==> src/rtl/rtype_exec_unit_if.sv <==
// rtype_exec_unit_if: issue/result handshake bundle between the core and the R-type execute unit
interface rtype_exec_unit_if #(
    parameter int DATA_W  = 32,
    parameter int SHAMT_W = 5
);
    logic               in_valid;
    logic               in_ready;
    logic [5:0]         funct;
    logic [SHAMT_W-1:0] shamt;
    logic [DATA_W-1:0]  a;
    logic [DATA_W-1:0]  b;
    logic               out_valid;
    logic               out_ready;
    logic [DATA_W-1:0]  result;
    logic               wr_en;
    logic               special_jump;
    logic               illegal;
    logic [DATA_W-1:0]  hi;
    logic [DATA_W-1:0]  lo;
    modport master (
        output in_valid, funct, shamt, a, b, out_ready,
        input  in_ready, out_valid, result, wr_en, special_jump, illegal, hi, lo
    );
    modport slave (
        input  in_valid, funct, shamt, a, b, out_ready,
        output in_ready, out_valid, result, wr_en, special_jump, illegal, hi, lo
    );
endinterface

==> src/rtl/rtype_exec_unit.sv <==
// rtype_exec_unit: multicycle R-type execute with HI/LO and iterative shift-add multiplier
module rtype_exec_unit #(
    parameter int DATA_W   = 32,
    parameter int SHAMT_W  = 5,
    parameter int MUL_STEP = 1
) (
    input logic               clk,
    input logic               rst,
    rtype_exec_unit_if.slave  bus
);
    localparam int N  = DATA_W / MUL_STEP;
    localparam int CW = $clog2(N) + 1;
    typedef enum logic [1:0] {IDLE, MUL, FIX, DONE} state_t;
    state_t state, state_nx;
    logic [5:0]          f;
    logic [SHAMT_W-1:0]  sh_r, s;
    logic [DATA_W-1:0]   a_r, b_r, hi_r, lo_r, mplier, mag_a, mag_b, res;
    logic [2*DATA_W-1:0] prod, mcand, step;
    logic [CW-1:0]       cnt;
    logic                neg, accept, sgn, mul_in, last, done, we, jmp, ill;
    assign accept = bus.in_valid && state == IDLE;
    assign mul_in = bus.funct[5:1] == 5'b01100;
    assign sgn    = bus.funct == 6'b011000;
    assign mag_a  = (sgn && bus.a[DATA_W-1]) ? -bus.a : bus.a;
    assign mag_b  = (sgn && bus.b[DATA_W-1]) ? -bus.b : bus.b;
    assign last   = cnt == CW'(N - 1);
    assign done   = state == DONE;
    assign s      = f[2] ? a_r[SHAMT_W-1:0] : sh_r;
    always_comb begin
        state_nx = (state == IDLE) ? (accept ? (mul_in ? MUL : DONE) : IDLE) :
                   (state == MUL)  ? (last ? FIX : MUL) :
                   (state == FIX)  ? DONE :
                   (bus.out_ready ? IDLE : DONE);
    end
    always_comb begin
        step = prod;
        for (int i = 0; i < MUL_STEP; i++) step = mplier[i] ? step + (mcand << i) : step;
    end
    always_ff @(posedge clk) begin
        if (rst) begin
            state  <= IDLE;
            f      <= '0;
            sh_r   <= '0;
            a_r    <= '0;
            b_r    <= '0;
            hi_r   <= '0;
            lo_r   <= '0;
            prod   <= '0;
            mcand  <= '0;
            mplier <= '0;
            cnt    <= '0;
            neg    <= 1'b0;
        end else begin
            state <= state_nx;
            if (accept) begin
                f      <= bus.funct;
                sh_r   <= bus.shamt;
                a_r    <= bus.a;
                b_r    <= bus.b;
                mcand  <= {{DATA_W{1'b0}}, mag_a};
                mplier <= mag_b;
                prod   <= '0;
                cnt    <= '0;
                neg    <= sgn && (bus.a[DATA_W-1] ^ bus.b[DATA_W-1]);
                if (bus.funct == 6'b010001) hi_r <= bus.a;
                if (bus.funct == 6'b010011) lo_r <= bus.a;
            end
            if (state == MUL) begin
                prod   <= step;
                mcand  <= mcand << MUL_STEP;
                mplier <= mplier >> MUL_STEP;
                cnt    <= cnt + 1'b1;
            end
            if (state == FIX) {hi_r, lo_r} <= neg ? -prod : prod;
        end
    end
    always_comb begin
        res = '0;
        we  = 1'b0;
        jmp = 1'b0;
        ill = 1'b0;
        case (f)
            6'b100001: begin res = a_r + b_r; we = 1'b1; end
            6'b100011: begin res = a_r - b_r; we = 1'b1; end
            6'b100100: begin res = a_r & b_r; we = 1'b1; end
            6'b100101: begin res = a_r | b_r; we = 1'b1; end
            6'b100110: begin res = a_r ^ b_r; we = 1'b1; end
            6'b100111: begin res = ~(a_r | b_r); we = 1'b1; end
            6'b101010: begin res = {{(DATA_W-1){1'b0}}, $signed(a_r) < $signed(b_r)}; we = 1'b1; end
            6'b101011: begin res = {{(DATA_W-1){1'b0}}, a_r < b_r}; we = 1'b1; end
            6'b000000, 6'b000100: begin res = b_r << s; we = 1'b1; end
            6'b000010, 6'b000110: begin res = b_r >> s; we = 1'b1; end
            6'b000011, 6'b000111: begin res = $signed(b_r) >>> s; we = 1'b1; end
            6'b001011: begin res = a_r; we = |b_r; end
            6'b001010: begin res = a_r; we = ~|b_r; end
            6'b001000, 6'b001001: begin res = a_r; jmp = 1'b1; end
            6'b010000: begin res = hi_r; we = 1'b1; end
            6'b010010: begin res = lo_r; we = 1'b1; end
            6'b010001, 6'b010011, 6'b011000, 6'b011001: ;
            default: ill = 1'b1;
        endcase
    end
    assign bus.in_ready     = state == IDLE;
    assign bus.out_valid    = done;
    assign bus.result       = done ? res : '0;
    assign bus.wr_en        = done && we;
    assign bus.special_jump = done && jmp;
    assign bus.illegal      = done && ill;
    assign bus.hi           = hi_r;
    assign bus.lo           = lo_r;
endmodule

==> src/flat_wrapper.sv <==
// flat-port wrapper written by rule: the top's interface ports become plain ports
module rtype_exec_unit_flat 
#(
    parameter int DATA_W   = 32,
    parameter int SHAMT_W  = 5,
    parameter int MUL_STEP = 1
)
  (clk, rst, bus_in_valid, bus_funct, bus_shamt, bus_a, bus_b, bus_out_ready, bus_in_ready, bus_out_valid, bus_result, bus_wr_en, bus_special_jump, bus_illegal, bus_hi, bus_lo);
  rtype_exec_unit_if #(.DATA_W(DATA_W), .SHAMT_W(SHAMT_W)) bus_i ();
  input logic clk;
  input logic rst;
  input wire logic [$bits(bus_i.in_valid)-1:0] bus_in_valid;
  input wire logic [$bits(bus_i.funct)-1:0] bus_funct;
  input wire logic [$bits(bus_i.shamt)-1:0] bus_shamt;
  input wire logic [$bits(bus_i.a)-1:0] bus_a;
  input wire logic [$bits(bus_i.b)-1:0] bus_b;
  input wire logic [$bits(bus_i.out_ready)-1:0] bus_out_ready;
  output wire logic [$bits(bus_i.in_ready)-1:0] bus_in_ready;
  output wire logic [$bits(bus_i.out_valid)-1:0] bus_out_valid;
  output wire logic [$bits(bus_i.result)-1:0] bus_result;
  output wire logic [$bits(bus_i.wr_en)-1:0] bus_wr_en;
  output wire logic [$bits(bus_i.special_jump)-1:0] bus_special_jump;
  output wire logic [$bits(bus_i.illegal)-1:0] bus_illegal;
  output wire logic [$bits(bus_i.hi)-1:0] bus_hi;
  output wire logic [$bits(bus_i.lo)-1:0] bus_lo;
  assign bus_i.in_valid = bus_in_valid;
  assign bus_i.funct = bus_funct;
  assign bus_i.shamt = bus_shamt;
  assign bus_i.a = bus_a;
  assign bus_i.b = bus_b;
  assign bus_i.out_ready = bus_out_ready;
  assign bus_in_ready = bus_i.in_ready;
  assign bus_out_valid = bus_i.out_valid;
  assign bus_result = bus_i.result;
  assign bus_wr_en = bus_i.wr_en;
  assign bus_special_jump = bus_i.special_jump;
  assign bus_illegal = bus_i.illegal;
  assign bus_hi = bus_i.hi;
  assign bus_lo = bus_i.lo;
  rtype_exec_unit #(.DATA_W(DATA_W), .SHAMT_W(SHAMT_W), .MUL_STEP(MUL_STEP)) u_core (.clk(clk), .rst(rst), .bus(bus_i));
endmodule
==> config.mk <==
export PLATFORM = sky130hd
export DESIGN_NAME = rtype_exec_unit_flat
export DESIGN_NICKNAME = d
export VERILOG_FILES = /design/src/rtl/rtype_exec_unit_if.sv /design/src/rtl/rtype_exec_unit.sv /design/src/flat_wrapper.sv
export SDC_FILE = /design/constraint.sdc
export NUM_CORES = 2
export LEC_CHECK = 0
export ABC_AREA = 1
export ABC_CLOCK_PERIOD_IN_PS = 3400
export CAP_MARGIN = 20
export CORE_ASPECT_RATIO = 1.2
export CORE_MARGIN = 4
export CORE_UTILIZATION = 62
export CTS_CLUSTER_SIZE = 30
export DETAILED_ROUTE_END_ITERATION = 10
export HOLD_SLACK_MARGIN = 0.08
export PLACE_DENSITY = 0.79
export SLEW_MARGIN = 20
export SYNTH_ARGS = -nofsm -noshare
export SYNTH_HDL_FRONTEND = slang
export SYNTH_SLANG_ARGS = --single-unit
==> constraint.sdc <==
create_clock -name clk -period 3.4 [get_ports clk]
set_input_delay 0.68 -clock clk [delete_from_list [all_inputs] [get_ports clk]]
set_output_delay 0.68 -clock clk [all_outputs]
set_load 0.1 [all_outputs]
==> results of run 1 <==
## what timing repair did
action / 4_1_cts
setup buffers: 51
resized for setup: 502
cloned: 9
setup endpoints to repair: 34
pin swaps: 94
hold endpoints to repair: 0
## cell families after synthesis
group / after synthesis / synth area share (%)
xor gates and xnor gates: 22 / 0.6042
and+or+nand+nor: 3213 / 42.95
buffers and inverters: 965 / 12.16
adders and majority gates: 173 / 6.859
AOI/OAI and AO/OA: 1039 / 18.10
DFF: 308 / 19.34
## metal layers
| metal | overflow | track usage, % |
|---|---|---|
| met5 | 0 | 3.509 |
| met4 | 20 | 68.70 |
| met3 | 1 | 39.18 |
| met2 | 14 | 87.90 |
| met1 | 0 | 64.03 |
## metrics by stage
stage,std cells,setup TNS [ns]
3_5_place_dp,6575,-0.07039
3_3_place_gp,6575,-0.03250
2_1_floorplan,5720,0
4_1_cts,6697,-3.550
==> results list, run 1 <==
- CTS Buf Count: 36
* Leading area contributor after synthesis: sky130_fd_sc_hd__dfxtp_1
- Cell Rows: 90
- Chip Height: 256.4 um
- Post-DP HPWL: 125.7 mm
- During I/O placement, the number of pins put on the boundary was 180.
- In the post-synthesis netlist, the cell with the most instances is sky130_fd_sc_hd__nand2_1.
- Die X: 215.0 um
* Error message: [ERROR GRT-0116] Global routing finished with congestion. Check the congestion regions in the DRC Viewer.
- Warnings, synthesis: 0
* Number of enable-type register cells in the synthesized netlist: 0
* Outcome: did not finish
* Most used flip-flop cell after synthesis: sky130_fd_sc_hd__dfxtp_1
- Count of input and output buffers: 179
- In this run the clock root is driven by a sky130_fd_sc_hd__clkbuf_16.
- The cell area that synthesis handed to floorplanning was 31890 um2.
- In this run the mean area of a mapped cell was 5.575 um2.
- The stage where the run came to a stop is global routing (5_1_grt).
- For this configuration, the core starts out at a cell density of 63.07%.
- The clock net in this run drives a total of 308 sinks.
- Total gr overflow: 35
- Entering global routing, the biggest net connects 210 pins.
* Vias in the first global route: 45090
* Synthesized netlist net count: 5972
- Sequential element share of the synthesized area: 19.34%
* Distinct cell type count after synthesis: 55
- Htree depth: 2
- Timing analysis after detailed placement gives a worst setup slack of -0.07039 ns.
* Buffers from clock root to sink, at most: 3
- In this run, post-CTS hold repair placed 0 buffers.
- In the synthesized netlist the async set-or-reset flop fraction comes to 0%.
- The share of synthesized area in the top cell type comes to 19.34%.
- Global routing used 64.45% of the available tracks.
* Placed cell areas: 35970 um2
- Area contributors post-synth: sky130_fd_sc_hd__dfxtp_1 19%, sky130_fd_sc_hd__nand2_1 19%, sky130_fd_sc_hd__nand3_1 12%
* Flop and latch count out of synthesis: 308
* Final weighted congestion in routability-driven placement: 1.234
* Synthesized netlist cell count: 5720
* First-pass GRT wire length: 275.5 mm
* Ranking of synthesized cells by instance count: 1634 x sky130_fd_sc_hd__nand2_1, 764 x sky130_fd_sc_hd__nand3_1, 709 x sky130_fd_sc_hd__inv_1, 557 x sky130_fd_sc_hd__nor2_1, 456 x sky130_fd_sc_hd__a21oi_1
==> inputs of run 2 (changes only) <==
- CORE_ASPECT_RATIO: 1.2 -> unset
- CORE_UTILIZATION: 62 -> 40
- CTS_CLUSTER_SIZE: 30 -> unset
- HOLD_SLACK_MARGIN: 0.08 -> unset
- PLACE_DENSITY: 0.79 -> unset
- PLACE_DENSITY_LB_ADDON: unset -> 0.15
==> results list, run 2 <==
* Outcome: finished, violations left
- Violations in the final reports: negative setup slack
- The first routing iteration left 5568 violations.
- Die ar.: 84300 um2
- Top-level I/O count: 180
- Max-slew violation count: 0
* Post-DP HPWL: 146.9 mm
* Layout Cell Area excl Fill: 42420 um2
- On the final layout, the worst clock skew is 0.07237 ns.
- Required time at the endpoint of the critical path: 2.72 ns
- The total area inside the core boundary comes to 79000 um2.
- Adding up every negative setup slack in the final design gives -7.604 ns.
* Total gr overflow: 0
* Setup repair after global routing missed its margin: true
- Distinct cell type count after synthesis: 55
* Area contributors post-synth: sky130_fd_sc_hd__dfxtp_1 19%, sky130_fd_sc_hd__nand2_1 19%, sky130_fd_sc_hd__nand3_1 12%
- Wires add up to 179.7 mm.
* Mapped Area: 31890 um2
- DRT Pass-1 Iters: 7
- Area growth from synthesis to layout: 33.02%
* Root buf cell: sky130_fd_sc_hd__clkbuf_16
* Cell Rows: 103
- Initial cell density of the core: 40.36%
* Clock slew at the register clock pins of the worst setup and hold paths: 0.06 ns
- Post-DR vias/cell: 5.836
- Measured against its own limit, the worst slew margin works out to 32.98%.
* Clock latency at the later pin of the worst-skew pair: 0.60 ns
* Fraction of layout cells with a size suffix above 1: 21.11%
- Pre-CTS WS: -0.3308 ns
* Arrival time at the worst endpoint: 3.05 ns
- After technology mapping, the gate count stands at 5720.
- Average detailed-routed wire length per instance: 24.57 um
- Summing the sequential cell areas from Yosys gives 19.34% of the chip area.
- The number of global-route vias before repair was 39570.
* Sinks on Clock Net: 308
- The count of endpoints failing hold in the final timing report came to 0.
- Cell Pwr Density: 441.9 nW/um2
- Die X: 290.3 um
* Number of failing setup endpoints in the final timing report: 34
- At the end of routability-driven placement, the weighted congestion stood at 1.060.
- Synthesized netlist net count: 5972
- Across the run, the number of max-cap violations was 0.
- The worst setup path is captured at an output pin.
- The die is 290.3 um tall.
- Final-stage net count: 6483
- By count the netlist is led by 1634 x sky130_fd_sc_hd__nand2_1, 764 x sky130_fd_sc_hd__nand3_1, 709 x sky130_fd_sc_hd__inv_1, 557 x sky130_fd_sc_hd__nor2_1, 456 x sky130_fd_sc_hd__a21oi_1.
* Pin count of the biggest net entering global routing: 159
- Minimum clock period: 3.731 ns
- In this run the static leakage power is 20.01 nW.
- Count of input and output buffers: 179
- Syn Area/Cell: 5.575 um2
* Htree depth: 2
* Number of enable-type register cells in the synthesized netlist: 0
- Worst-margin pin slew: 0.9948 ns
* Flop and latch count out of synthesis: 308
* GRT Resource Usage Total: 40.38%
- In this run the cell area measured after placement is 38040 um2.
* Commonest non-fill, non-tap cells in the layout: 1516 x sky130_fd_sc_hd__nand2_1, 667 x sky130_fd_sc_hd__inv_1, 653 x sky130_fd_sc_hd__nand3_1, 516 x sky130_fd_sc_hd__buf_4, 452 x sky130_fd_sc_hd__nor2_1
- In the post-route analysis, the smallest setup slack over all paths is -0.3312 ns.
- Most frequent standard cell in the layout excluding fill and tap cells: sky130_fd_sc_hd__nand2_1
- Upper clock frequency limit: 0.2680 GHz
* Antenna Cells: 0
- The routed layout has 42670 vias.
* Maximum fanout encountered on the critical timing path: 19
- Summing internal, switching and leakage power gives 18.75 mW.
* Core Util, Final: 53.69%
- Among all cell types in the netlist, the one instantiated most often is sky130_fd_sc_hd__nand2_1.
- Share of the synthesized area in the top cell type: 19.34%
* Buffers from clock root to sink, at most: 3
* First-pass GRT wire length: 259.3 mm
- HP Class: input port to flop
- Most used flip-flop cell after synthesis: sky130_fd_sc_hd__dfxtp_1
- Residual DRC count: 0
* TritonCTS clock tree: yes
- The number of clock buffers added by TritonCTS is 41.
* Fraction of registers with async set or reset after synthesis: 0%
- Post-route clock period utilization: 109.7%
- Number of antenna violations at the first check in global routing: 2
- VDD sags by at most 0.3794 mV.
- Warnings, synthesis: 0
* Routed Antenna Nets: 0
- In the final layout, the registers with the most flip-flops are u_core.mcand x64, u_core.prod x64.
- Of all cell types, the one taking the most synthesized area is sky130_fd_sc_hd__dfxtp_1.
- Kind of launch point of the worst setup path: flop
- By startpoint and endpoint, the worst setup path is classified as flop to output pin.
-- run 2: cell counts after synthesis --
Identical to the previous run, type by type.
-- run 2: where the power goes --
part           switching [mW]  leakage, nW  total [mW]  internal, mW
registers               0.257         2.52        4.10          3.85
clock network            1.89        0.665        4.57          2.68
logic                    6.54         16.8        10.1          3.53
total                    8.70         20.0        18.7          10.1
-- run 2: worst max-delay path, cell delays in order, from the launching register on --
cell,delay [ns]
sky130_fd_sc_hd__dfxtp_4,0.38
sky130_fd_sc_hd__inv_6,0.10
sky130_fd_sc_hd__buf_6,0.12
sky130_fd_sc_hd__nand2_1,0.06
sky130_fd_sc_hd__nor2_2,0.12
sky130_fd_sc_hd__nand2_2,0.08
sky130_fd_sc_hd__buf_12,0.18
sky130_fd_sc_hd__o211ai_1,0.50
sky130_fd_sc_hd__nor2_1,0.08
sky130_fd_sc_hd__nand3b_1,0.31
sky130_fd_sc_hd__nor2_1,0.08
sky130_fd_sc_hd__nand3_1,0.11
sky130_fd_sc_hd__nand2_1,0.07
sky130_fd_sc_hd__inv_2,0.08
sky130_fd_sc_hd__buf_12,0.17
-- run 2: final timing paths --
| check | depth (start not counted) | slack, ns | to | from |
|---|---|---|---|---|
| min | 2 | 0.30 | u_core.mplier[19]$_SDFFE_PP0P_ | rst |
| max reg2reg | 12 | 0.46 | u_core.prod[51]$_SDFFE_PP0P_ | u_core.prod[48]$_SDFFE_PP0P_ |
| max | 14 | -0.33 | bus_result[4] | u_core.f[2]$_SDFFE_PP0P_ |
| min reg2reg | 2 | 0.48 | u_core.mcand[63]$_SDFFE_PP0P_ | u_core.mcand[63]$_SDFFE_PP0P_ |
-- run 2: what timing repair did --
| action | in CTS | in global routing |
|---|---|---|
| cloned | 2 | 0 |
| hold endpoints to repair | 0 | 0 |
| hold buffers | 0 | 0 |
| setup buffers | 32 | 20 |
| setup endpoints to repair | 34 | 34 |
| pin swaps | 82 | 62 |
| resized for setup | 490 | 212 |
-- run 2: logic make-up (layout without fill, tap and decap cells) --
family	after synthesis	in the layout	synth area share (%)
AO/OA/AOI/OAI	1039	1039	18.10
AND/OR/NAND/NOR	3213	3213	42.95
buffers and inverters	965	1507	12.16
XOR/XNOR	22	22	0.6042
flip-flops	308	308	19.34
adder cells (fa/ha/maj)	173	173	6.859
-- run 2: final cells by class --
class	count	area, um2
fill	8304	36580
clock inverter	21	247.7
sequential	308	6223
timing repair buffer	697	6459
tap	1050	1314
multi-input combinational	4447	24210
clock buffer	53	1164
inverter	736	2804
-- run 2: metal layers --
layer	wire [um]	vias up	GRT usage, %	part of all wire (%)
li1	-	19920	-	-
met1	69930	19730	50.81	39
met2	77060	2429	62.94	43
met3	15900	586	5.708	8.8
met4	16740	2	29.88	9.3
met5	11	-	0	0.0061
-- run 2: per-stage QoR --
step                      hold slack [ns]  cells
after floorplan                    0.4297   5720
after global placement             0.4521   7184
after detailed placement           0.4696   7184
after CTS                          0.2873   7292
after global routing               0.2992   7312
final                              0.3032   7312
Note: power is estimated with default switching activity, not from simulation.
